## src/rtl/sdram_arb_pkg.sv

```systemverilog
// Shared types for the two-port SDRAM arbiter: command FSM states and the
// read-tag record that remembers who owns each outstanding read burst.
package sdram_arb_pkg;

    // Tag burstcount field is wide enough for any BURST_W up to 16 bits.
    localparam int TAG_BC_W = 16;

    typedef enum logic [1:0] {
        ST_IDLE   = 2'd0,
        ST_CMD    = 2'd1,
        ST_WBURST = 2'd2
    } arb_state_e;

    typedef struct packed {
        logic                id;
        logic [TAG_BC_W-1:0] burstcount;
    } rd_tag_t;

    // A burstcount of zero is a single-beat transfer.
    function automatic logic [TAG_BC_W-1:0] eff_burst(input logic [TAG_BC_W-1:0] bc);
        return (bc == {TAG_BC_W{1'b0}}) ? TAG_BC_W'(1) : bc;
    endfunction

endpackage

```

## src/rtl/sdram_arb_tag_fifo.sv

```systemverilog
// Small FIFO of read tags, one entry per read burst issued to the master
// port and not yet fully returned. DEPTH must be a power of two >= 2.
module sdram_arb_tag_fifo
    import sdram_arb_pkg::*;
#(
    parameter int DEPTH = 4
) (
    input  logic    clk,
    input  logic    rst_n,
    input  logic    push,
    input  rd_tag_t push_tag,
    input  logic    pop,
    output rd_tag_t head_tag,
    output logic    full,
    output logic    empty
);

    localparam int PTR_W = $clog2(DEPTH);
    localparam logic [PTR_W:0] FULL_CNT = (PTR_W+1)'(DEPTH);

    rd_tag_t          mem_q [DEPTH];
    rd_tag_t          mem_d [DEPTH];
    logic [PTR_W-1:0] wr_ptr_q, wr_ptr_d;
    logic [PTR_W-1:0] rd_ptr_q, rd_ptr_d;
    logic [PTR_W:0]   count_q, count_d;
    logic             do_push_s, do_pop_s;

    assign full     = (count_q == FULL_CNT);
    assign empty    = (count_q == {(PTR_W+1){1'b0}});
    assign head_tag = mem_q[rd_ptr_q];

    // Pointer, occupancy and storage update; a pop frees the slot a same-cycle push may reuse.
    always_comb begin
        do_push_s = push & (~full | pop);
        do_pop_s  = pop & ~empty;
        mem_d     = mem_q;
        if (do_push_s) begin
            mem_d[wr_ptr_q] = push_tag;
            wr_ptr_d        = wr_ptr_q + PTR_W'(1);
        end else begin
            wr_ptr_d = wr_ptr_q;
        end
        if (do_pop_s) begin
            rd_ptr_d = rd_ptr_q + PTR_W'(1);
        end else begin
            rd_ptr_d = rd_ptr_q;
        end
        case ({do_push_s, do_pop_s})
            2'b10:   count_d = count_q + (PTR_W+1)'(1);
            2'b01:   count_d = count_q - (PTR_W+1)'(1);
            default: count_d = count_q;
        endcase
    end

    // FIFO state registers.
    always_ff @(posedge clk or negedge rst_n) begin
        if (!rst_n) begin
            for (int i = 0; i < DEPTH; i++) begin
                mem_q[i] <= '0;
            end
            wr_ptr_q <= {PTR_W{1'b0}};
            rd_ptr_q <= {PTR_W{1'b0}};
            count_q  <= {(PTR_W+1){1'b0}};
        end else begin
            mem_q    <= mem_d;
            wr_ptr_q <= wr_ptr_d;
            rd_ptr_q <= rd_ptr_d;
            count_q  <= count_d;
        end
    end

endmodule

```

## src/rtl/sdram_port_arbiter.sv

```systemverilog
// Two-requester Avalon-MM arbiter in front of one SDRAM controller port.
// Commands are granted round-robin and muxed through combinationally; write
// bursts hold the grant until their last beat. Read returns are steered by a
// tag FIFO independently of the command side, so reads overlap writes.
module sdram_port_arbiter
    import sdram_arb_pkg::*;
#(
    parameter int DATA_W    = 64,
    parameter int ADDR_W    = 29,
    parameter int BURST_W   = 8,
    parameter int TAG_DEPTH = 4
) (
    input  logic                clk,
    input  logic                reset_n,
    input  logic [ADDR_W-1:0]   s0_address,
    input  logic [BURST_W-1:0]  s0_burstcount,
    input  logic                s0_read,
    input  logic                s0_write,
    input  logic [DATA_W-1:0]   s0_writedata,
    input  logic [DATA_W/8-1:0] s0_byteenable,
    output logic                s0_waitrequest,
    output logic [DATA_W-1:0]   s0_readdata,
    output logic                s0_readdatavalid,
    input  logic [ADDR_W-1:0]   s1_address,
    input  logic [BURST_W-1:0]  s1_burstcount,
    input  logic                s1_read,
    input  logic                s1_write,
    input  logic [DATA_W-1:0]   s1_writedata,
    input  logic [DATA_W/8-1:0] s1_byteenable,
    output logic                s1_waitrequest,
    output logic [DATA_W-1:0]   s1_readdata,
    output logic                s1_readdatavalid,
    output logic [ADDR_W-1:0]   m_address,
    output logic [BURST_W-1:0]  m_burstcount,
    output logic                m_read,
    output logic                m_write,
    output logic [DATA_W-1:0]   m_writedata,
    output logic [DATA_W/8-1:0] m_byteenable,
    input  logic                m_waitrequest,
    input  logic [DATA_W-1:0]   m_readdata,
    input  logic                m_readdatavalid,
    output logic                err_orphan_rdv
);

    arb_state_e         state_q, state_d;
    logic               grant_q, grant_d;          // also the "last granted" memory
    logic [BURST_W-1:0] beats_left_q, beats_left_d;
    logic [BURST_W-1:0] rd_cnt_q, rd_cnt_d;
    logic               err_q, err_d;

    logic               req0_s, req1_s;
    logic               sel_read_s, sel_write_s;
    logic [BURST_W-1:0] sel_bc_s;
    logic               own_wait_s;
    logic               tag_push_s, tag_pop_s, tag_full_s, tag_empty_s;
    rd_tag_t            push_tag_s, head_tag_s;
    logic               rdv_ok_s, head_last_s;

    assign req0_s      = s0_read | s0_write;
    assign req1_s      = s1_read | s1_write;
    assign sel_read_s  = grant_q ? s1_read       : s0_read;
    assign sel_write_s = grant_q ? s1_write      : s0_write;
    assign sel_bc_s    = grant_q ? s1_burstcount : s0_burstcount;

    assign push_tag_s.id         = grant_q;
    assign push_tag_s.burstcount = TAG_BC_W'(sel_bc_s);

    sdram_arb_tag_fifo #(
        .DEPTH (TAG_DEPTH)
    ) u_tag_fifo (
        .clk      (clk),
        .rst_n    (reset_n),
        .push     (tag_push_s),
        .push_tag (push_tag_s),
        .pop      (tag_pop_s),
        .head_tag (head_tag_s),
        .full     (tag_full_s),
        .empty    (tag_empty_s)
    );

    // Command FSM state, grant and write-burst beat registers.
    always_ff @(posedge clk or negedge reset_n) begin
        if (!reset_n) begin
            state_q      <= ST_IDLE;
            grant_q      <= 1'b1;
            beats_left_q <= {BURST_W{1'b0}};
        end else begin
            state_q      <= state_d;
            grant_q      <= grant_d;
            beats_left_q <= beats_left_d;
        end
    end

    // Next-state: round-robin arbitration in IDLE, read/write acceptance in CMD, beat counting in WBURST.
    always_comb begin
        state_d      = state_q;
        grant_d      = grant_q;
        beats_left_d = beats_left_q;
        tag_push_s   = 1'b0;
        case (state_q)
            ST_IDLE: begin
                if (req0_s & req1_s) begin
                    grant_d = ~grant_q;
                    state_d = ST_CMD;
                end else if (req0_s) begin
                    grant_d = 1'b0;
                    state_d = ST_CMD;
                end else if (req1_s) begin
                    grant_d = 1'b1;
                    state_d = ST_CMD;
                end else begin
                    state_d = ST_IDLE;
                end
            end
            ST_CMD: begin
                if (sel_read_s) begin
                    if (~tag_full_s & ~m_waitrequest) begin
                        tag_push_s = 1'b1;
                        state_d    = ST_IDLE;
                    end else begin
                        state_d = ST_CMD;
                    end
                end else if (sel_write_s) begin
                    if (m_waitrequest) begin
                        state_d = ST_CMD;
                    end else if (sel_bc_s <= BURST_W'(1)) begin
                        state_d = ST_IDLE;
                    end else begin
                        beats_left_d = sel_bc_s - BURST_W'(1);
                        state_d      = ST_WBURST;
                    end
                end else begin
                    // Requester withdrew before acceptance.
                    state_d = ST_IDLE;
                end
            end
            ST_WBURST: begin
                if (sel_write_s & ~m_waitrequest) begin
                    beats_left_d = beats_left_q - BURST_W'(1);
                    if (beats_left_q <= BURST_W'(1)) begin
                        state_d = ST_IDLE;
                    end else begin
                        state_d = ST_WBURST;
                    end
                end else begin
                    state_d = ST_WBURST;
                end
            end
            default: begin
                state_d = ST_IDLE;
            end
        endcase
    end

    // Command outputs: granted requester muxed straight through; reads held off while the tag FIFO is full.
    always_comb begin
        m_address    = grant_q ? s1_address    : s0_address;
        m_burstcount = sel_bc_s;
        m_writedata  = grant_q ? s1_writedata  : s0_writedata;
        m_byteenable = grant_q ? s1_byteenable : s0_byteenable;
        m_read       = 1'b0;
        m_write      = 1'b0;
        own_wait_s   = 1'b1;
        case (state_q)
            ST_CMD: begin
                m_read  = sel_read_s & ~tag_full_s;
                m_write = sel_write_s & ~sel_read_s;
                if (sel_read_s & tag_full_s) begin
                    own_wait_s = 1'b1;
                end else begin
                    own_wait_s = m_waitrequest;
                end
            end
            ST_WBURST: begin
                m_write    = sel_write_s;
                own_wait_s = m_waitrequest;
            end
            default: begin
                own_wait_s = 1'b1;
            end
        endcase
        s0_waitrequest = grant_q  ? 1'b1 : own_wait_s;
        s1_waitrequest = !grant_q ? 1'b1 : own_wait_s;
    end

    // Read return steering: head tag owns the beat; the last beat of its burst pops it.
    always_comb begin
        rdv_ok_s    = m_readdatavalid & ~tag_empty_s;
        head_last_s = (TAG_BC_W'(rd_cnt_q) + TAG_BC_W'(1)) >= eff_burst(head_tag_s.burstcount);
        tag_pop_s   = rdv_ok_s & head_last_s;
        if (rdv_ok_s) begin
            rd_cnt_d = head_last_s ? {BURST_W{1'b0}} : (rd_cnt_q + BURST_W'(1));
        end else begin
            rd_cnt_d = rd_cnt_q;
        end
        err_d = err_q | (m_readdatavalid & tag_empty_s);
    end

    // Read beat counter and sticky orphan-return flag.
    always_ff @(posedge clk or negedge reset_n) begin
        if (!reset_n) begin
            rd_cnt_q <= {BURST_W{1'b0}};
            err_q    <= 1'b0;
        end else begin
            rd_cnt_q <= rd_cnt_d;
            err_q    <= err_d;
        end
    end

    assign s0_readdata      = m_readdata;
    assign s1_readdata      = m_readdata;
    assign s0_readdatavalid = rdv_ok_s & ~head_tag_s.id;
    assign s1_readdatavalid = rdv_ok_s &  head_tag_s.id;
    assign err_orphan_rdv   = err_q;

endmodule

```

## config.mk

```make
export PLATFORM = sky130hd
export DESIGN_NAME = sdram_port_arbiter
export DESIGN_NICKNAME = d
export VERILOG_FILES = /design/src/rtl/sdram_arb_pkg.sv /design/src/rtl/sdram_arb_tag_fifo.sv /design/src/rtl/sdram_port_arbiter.sv
export SDC_FILE = /design/constraint.sdc
export NUM_CORES = 1
export LEC_CHECK = 0
export BUFFER_PORTS_ARGS = -buffer_cell sky130_fd_sc_hd__buf_2
export CORE_AREA = 5 5 204 206
export CTS_BUF_LIST = sky130_fd_sc_hd__clkbuf_2
export DETAILED_ROUTE_END_ITERATION = 8
export DIE_AREA = 0 0 209 211
export GPL_ROUTABILITY_DRIVEN = 0
export GPL_TIMING_DRIVEN = 0
export PLACE_DENSITY = 0.38
export SETUP_SLACK_MARGIN = 0.02
export SYNTH_ARGS = -nofsm -noshare
export SYNTH_HDL_FRONTEND = slang
export SYNTH_SLANG_ARGS = --single-unit
```

## constraint.sdc

```tcl
create_clock -name clk -period 4.8 [get_ports clk]
set_input_delay 0.96 -clock clk [delete_from_list [all_inputs] [get_ports clk]]
set_output_delay 0.96 -clock clk [all_outputs]
set_load 0.1 [all_outputs]
```

# ---- Word-level counts from Yosys, hierarchy flattened
# Cells that the tools add are included.
dict set report word_totals {
  regBits 95
  out_inout_bits 244
  inputBits 290
}
dict set report classes {
  reduce_logical 9
  n_bitwise 25
  muxes 44
  n_lt_le_gt_ge 6
  n_addsub 8
  eq_ne 10
}
# op count
set op_table {}
lappend op_table {{68-bit bitwise mux} 1}
lappend op_table {{64-bit 2-to-1 mux} 1}
lappend op_table {{8-bit 2-to-1 mux} 8}
lappend op_table {{17-bit 2-to-1 mux} 3}
lappend op_table {{17-bit binary-select mux with 2-bit select} 1}
lappend op_table {{17-bit demux with 2-bit select} 1}
lappend op_table {{29-bit 2-to-1 mux} 1}
lappend op_table {{9-bit by 16-bit >= comparator with 1-bit output} 1}
lappend op_table {{8-bit by 1-bit less-or-equal comparator with 1-bit output, second input constant} 2}
lappend op_table {{16-bit logical NOT} 1}
lappend op_table {{1-bit 2-to-1 mux} 16}
lappend op_table {{16-bit 2-to-1 mux} 1}
lappend op_table {{8-bit one-hot mux with 2 select lines} 1}
lappend op_table {{8-bit by 1-bit subtractor with 8-bit output, second input constant} 2}
lappend op_table {{1-bit AND} 13}
lappend op_table {{2-bit 2-to-1 mux} 6}
lappend op_table {{2-bit != test, second input constant} 5}
lappend op_table {{8-bit by 1-bit adder with 9-bit output, second input constant} 1}
lappend op_table {{8-bit by 1-bit adder with 8-bit output, second input constant} 1}
lappend op_table {{3-bit >= comparator, second input constant} 2}
lappend op_table {{1-bit NOT} 6}
lappend op_table {{2-bit NOT with 3-bit output} 2}
lappend op_table {{2-bit one-hot mux with 3 select lines} 1}
lappend op_table {{3-bit one-hot mux with 2 select lines} 1}
lappend op_table {{16 further kinds} 24}

# ---- Longest topological paths before layout
dict set report depth {
  word_depth 12
  depth_mapped 17
  mapped_depth_nobuf 16
}

# ---- Cells and area by module
# A second synthesis with hierarchy kept.
dict set report unflattened {
  hier_cells 677
  hier_area_um2 7448.4
}
# mod cells_per_inst instances area_each_um2
set by_module_without_submodules {}
lappend by_module_without_submodules {sdram_port_arbiter 475 1 4086.4}
lappend by_module_without_submodules {sdram_arb_tag_fifo 202 1 3362.0}

# ---- Worst setup path before layout
# Ideal clock, no wire load.
dict set report synth_timing {
  kind {input-to-output}
  startpoint {input s1_read}
  endpoint {output m_write}
  path_stages 3
  t_arrival_ns 3.622
  setup_slack_ns 0.218
  required_time_ns 3.840
  path_cell_list {mux2i_1 -> a21oi_1 -> nor3b_1}
}
dict set report synth_between {
  elab_chain_cells 4
}
# item line
set synth_rtl {}
lappend synth_rtl {{start, declared} sdram_port_arbiter.sv:26} ;# input logic s1_read,
lappend synth_rtl {{1-bit 2-to-1 mux} sdram_port_arbiter.sv:61} ;# assign sel_read_s = grant_q ? s1_read : s0_read;
lappend synth_rtl {{1-bit NOT} sdram_port_arbiter.sv:167} ;# m_write = sel_write_s & ~sel_read_s;
lappend synth_rtl {{1-bit AND} sdram_port_arbiter.sv:167}
lappend synth_rtl {{1-bit one-hot mux with 2 select lines} sdram_port_arbiter.sv:164} ;# case (state_q)
lappend synth_rtl {{end, declared} sdram_port_arbiter.sv:36} ;# output logic m_write,
# No other way between the ends.

# ---- Worst setup path after layout
dict set report layout_timing {
  startpoint {register grant_q}
  endpoint {output s0_waitrequest}
}
dict set report layout_between {
  elab_chain_cells 5
}
# item line
set layout_rtl {}
lappend layout_rtl {{start, declared} sdram_port_arbiter.sv:46} ;# logic grant_q, grant_d; // also the "last granted" memory
lappend layout_rtl {{start signal, assigned} sdram_port_arbiter.sv:89} ;# grant_q <= grant_d;
lappend layout_rtl {{1-bit 2-to-1 mux} sdram_port_arbiter.sv:61}
lappend layout_rtl {{1-bit AND} sdram_port_arbiter.sv:168} ;# if (sel_read_s & tag_full_s) begin
lappend layout_rtl {{1-bit 2-to-1 mux} sdram_port_arbiter.sv:168}
lappend layout_rtl {{1-bit one-hot mux with 2 select lines} sdram_port_arbiter.sv:164}
lappend layout_rtl {{1-bit 2-to-1 mux *} sdram_port_arbiter.sv:182} ;# s0_waitrequest = grant_q ? 1'b1 : own_wait_s;
lappend layout_rtl {{end, declared} sdram_port_arbiter.sv:21} ;# output logic s0_waitrequest,
# Mark *: on every way between the ends. The rest lies on a longest branch, timed or not.

==> impl_metrics.env <==
export IMPL_timing_worst_setup_path_type="reg -> out"
export IMPL_power_density_mw_per_mm2=698.6
export IMPL_p_leak_uw=0.004692
export IMPL_r2r_setup_slack_ns=0.57
export IMPL_synth_area_leader_cell="dfrtp_1"
export IMPL_r2r_end="u_tag_fifo.count_q[2]"
export IMPL_synth_ff_type="dfrtp_1"
export IMPL_rows=73
export IMPL_remaining_drc_errors=0
export IMPL_synthToLayoutAreaGrowth_pct=51.59
export IMPL_fin_crit_sh_pct=89.62
export IMPL_drive_above_1_share_pct=69.37
export IMPL_slew_limit_headroom_pct=42.00
export IMPL_synth_top_area_share_pct=25.61
export IMPL_die_y_um=211
export IMPL_worstMarginPinSlew_ns=0.8682
export IMPL_cap_violations=0
export IMPL_cts_num_sinks=63
export IMPL_cts_resized_gates=0
export IMPL_grt_use_met1_pct=15.37
export IMPL_seq_area_mm2=0.001578
export IMPL_grt_pass1_vias=6703
export IMPL_routed_wl_mm=31.54
export IMPL_hold_start="err_orphan_rdv"
export IMPL_synthDistinctLibCells=62
export IMPL_rsz0062_at_grt="false"
export IMPL_gr_max_usage_layer="met2"
export IMPL_clock_latency_ns=0.53
export IMPL_grt_pass1_wl_mm=44.09
export IMPL_layout_nets=1418
export IMPL_clk_pin_slew_ns=0.19
export IMPL_ys_warn_count=0
export IMPL_synthTopCellsByArea="dfrtp_1 (26%), mux2_2 (23%), buf_4 (16%)"
export IMPL_n_fill_cell=4450
export IMPL_hp_class="reg -> reg"
export IMPL_hpwl_mm=27.99
export IMPL_place_port_buffers=469
export IMPL_dr_pass1_iters=5
export IMPL_grt_max_degree=64
export IMPL_start_kind="register"
export IMPL_async_reset_ff_share_pct=100.0
export IMPL_min_to="err_orphan_rdv"
export IMPL_ant_nets=0
export IMPL_cts_hold_buf=0
export IMPL_start_util_pct=15.35
export IMPL_use_met2_pct=24.08
export IMPL_num_vias=6244
export IMPL_die_x_um=209
export IMPL_grt_use_met3_pct=4.114
export IMPL_whs_path_depth=1
export IMPL_cts_tree="built"
export IMPL_rr_worst_depth=16
export IMPL_timing_final_max_slew_violations=0
export IMPL_critPathCaptureType="output pin"
export IMPL_synth_fp_nets=938
export IMPL_r2r_start="u_tag_fifo.rd_ptr_q[0]"
export IMPL_cts_root_buf="clkbuf_2"
export IMPL_crit_arrival_ns=3.34
export IMPL_timing_final_crit_period_ns=4.302
export IMPL_setup_viol=0
export IMPL_hold_viol=0
export IMPL_fin_tns_setup_ns=0
export IMPL_clk_path_buf_depth=2
export IMPL_fin_skew_ns=0.01667
export IMPL_multi_input_area_mm2=0.003266
export IMPL_wire_per_inst_um=19.23
export IMPL_fmax_ghz=0.2325
export IMPL_h_tree_depth=3
export IMPL_synth_seq_cells=63
export IMPL_cts_buffers=9
export IMPL_vias_per_cell=3.807
export IMPL_ioPinCount=534
export IMPL_worstPathMaxFanout=10
export IMPL_drt_iter0_markers=150
export IMPL_worst_hold_slack_ns=0.4860
export IMPL_yosysSeqAreaShare_pct=26.04
export IMPL_antenna_found_initial=19
export IMPL_grtUsageTotal_pct=13.33
export IMPL_dieArea_mm2=0.04410
export IMPL_grt_overflow=0
export IMPL_crit_required_ns=3.84
export IMPL_synth_area_mm2=0.006058
export IMPL_core_mm2=0.03946
export IMPL_synth_edf_count=0
export IMPL_avgSynthCellArea_um2=9.693
export IMPL_cts_setup_buffers=0
export IMPL_outcome="completed"
export IMPL_irDropWorstVdd_mv=0.3929
export IMPL_syn_inst=625
[cell usage after synthesis (2+ instances only)]
cell	count
a222oi_1	5
o211ai_1	6
a21oi_1	11
and4_1	2
nor3_1	6
o2bb2ai_1	2
o311ai_0	2
o41ai_1	5
clkbuf_1	9
o21a_1	4
o31ai_1	6
nor3b_1	3
buf_2	8
inv_1	33
nand3_1	7
mux4_2	9
mux2_2	123
mux2i_1	4
nor4_1	3
and3_1	2
o21ai_0	31
xnor2_1	10
buf_6	2
ha_1	22
nor2_1	12
a21o_1	2
nor2b_1	2
xor2_1	6
dfrtp_1	62
nand2_1	46
buf_1	9
or3_1	2
or2_2	6
o2111ai_1	2
buf_4	128
nand2b_1	7
[critical path, stage by stage, from the launching register on]
cell	delay, ns
dfstp_2	0.61
buf_6	0.17
buf_2	0.23
buf_2	0.32
buf_2	0.36
buf_2	0.32
inv_1	0.17
o211ai_1	0.12
buf_2	0.49
[registers in the layout, indices dropped and copies added (netlist names)]
| name | flops |
|---|---|
| u_tag_fifo.mem_q | 36 |
| state_q | 2 |
| u_tag_fifo.rd_ptr_q | 2 |
| rd_cnt_q | 8 |
| err_orphan_rdv | 1 |
| u_tag_fifo.count_q | 3 |
| grant_q | 1 |
| beats_left_q | 8 |
| u_tag_fifo.wr_ptr_q | 2 |
[placed cells by master (no fill, tap or decap), types with 3 or more instances in the layout]
cell type	count
buf_2	476
buf_4	129
mux2_2	123
dfrtp_1	62
nand2_1	46
inv_1	33
o21ai_0	31
ha_1	22
nor2_1	12
clkbuf_2	12
a21oi_1	11
xnor2_1	10
buf_1	9
mux4_2	9
clkbuf_1	9
nand3_1	7
nand2b_1	7
or2_2	6
o211ai_1	6
nor3_1	6
xor2_1	6
o31ai_1	6
diode_2	5
o41ai_1	5
a222oi_1	5
mux2i_1	4
o21a_1	4
nor3b_1	3
nor4_1	3
[metrics by stage]
step	utilization (%)	setup slack, ns	instances	instance area, um^2	power (uW)
3_3_place_gp	22.97	0.4897	1619	9062	6143
4_1_cts	23.24	0.3261	1635	9171	6509
5_1_grt	23.28	0.1594	1640	9184	6775
6_report	23.28	0.4981	1640	9184	6416
2_1_floorplan	-	0.2181	625	6058	5168
3_5_place_dp	22.97	0.4754	1619	9065	6152
[power by group]
part	switching, uW	leakage (uW)	internal, uW
Combinational	3910	0.00384	1250
Clock	212	0.0000696	124
Sequential	156	0.000777	760
[routing by layer]
metal,wire length [um],vias to the layer above,share of wire [%]
met2,16730,244,53
li1,-,3033,-
met5,28,-,0.089
met3,2351,36,7.5
met4,448,4,1.4
met1,11980,2927,38
[worst max-delay path by stage]
stage	from	end	slack [ns]
after floorplan	s1_read	m_write	0.22
after global placement	u_tag_fifo.rd_ptr_q[0]	u_tag_fifo.count_q[2]	0.49
after detailed placement	u_tag_fifo.rd_ptr_q[0]	u_tag_fifo.count_q[2]	0.48
after CTS	grant_q	s0_waitrequest	0.33
after global routing	u_tag_fifo.rd_ptr_q[0]	u_tag_fifo.count_q[2]	0.16
final	grant_q	s0_waitrequest	0.50
[area by class of cell]
| type | instances | share of cell area (%) |
|---|---|---|
| Antenna cell | 5 | 0.1362 |
| Inverter | 33 | 1.349 |
| Sequential cell | 63 | 17.18 |
| Clock buffer | 12 | 0.6540 |
| Timing Repair Buffer | 469 | 25.59 |
| Clock inverter | 4 | 0.5041 |
| Buffer | 156 | 11.88 |
| Multi-Input combinational cell | 373 | 35.56 |
| Tap cell | 525 | 7.153 |
[kinds of logic (layout without fill, tap and decap cells)]
logic type                 count (synthesis)  count (layout)  share of synthesized area [%]
muxes                                    138             138                          27.34
xor gates and xnor gates                  16              16                          2.313
AOI/OAI and AO/OA                         91              91                          10.60
DFF                                       63              63                          26.04
adders and majority gates                 23              23                          4.874
other                                      0               5                              0
and+or+nand+nor                          105             105                          8.778
buffers and inverters                    189             674                          20.05
No activity file was read; power rests on OpenSTA's default activity.
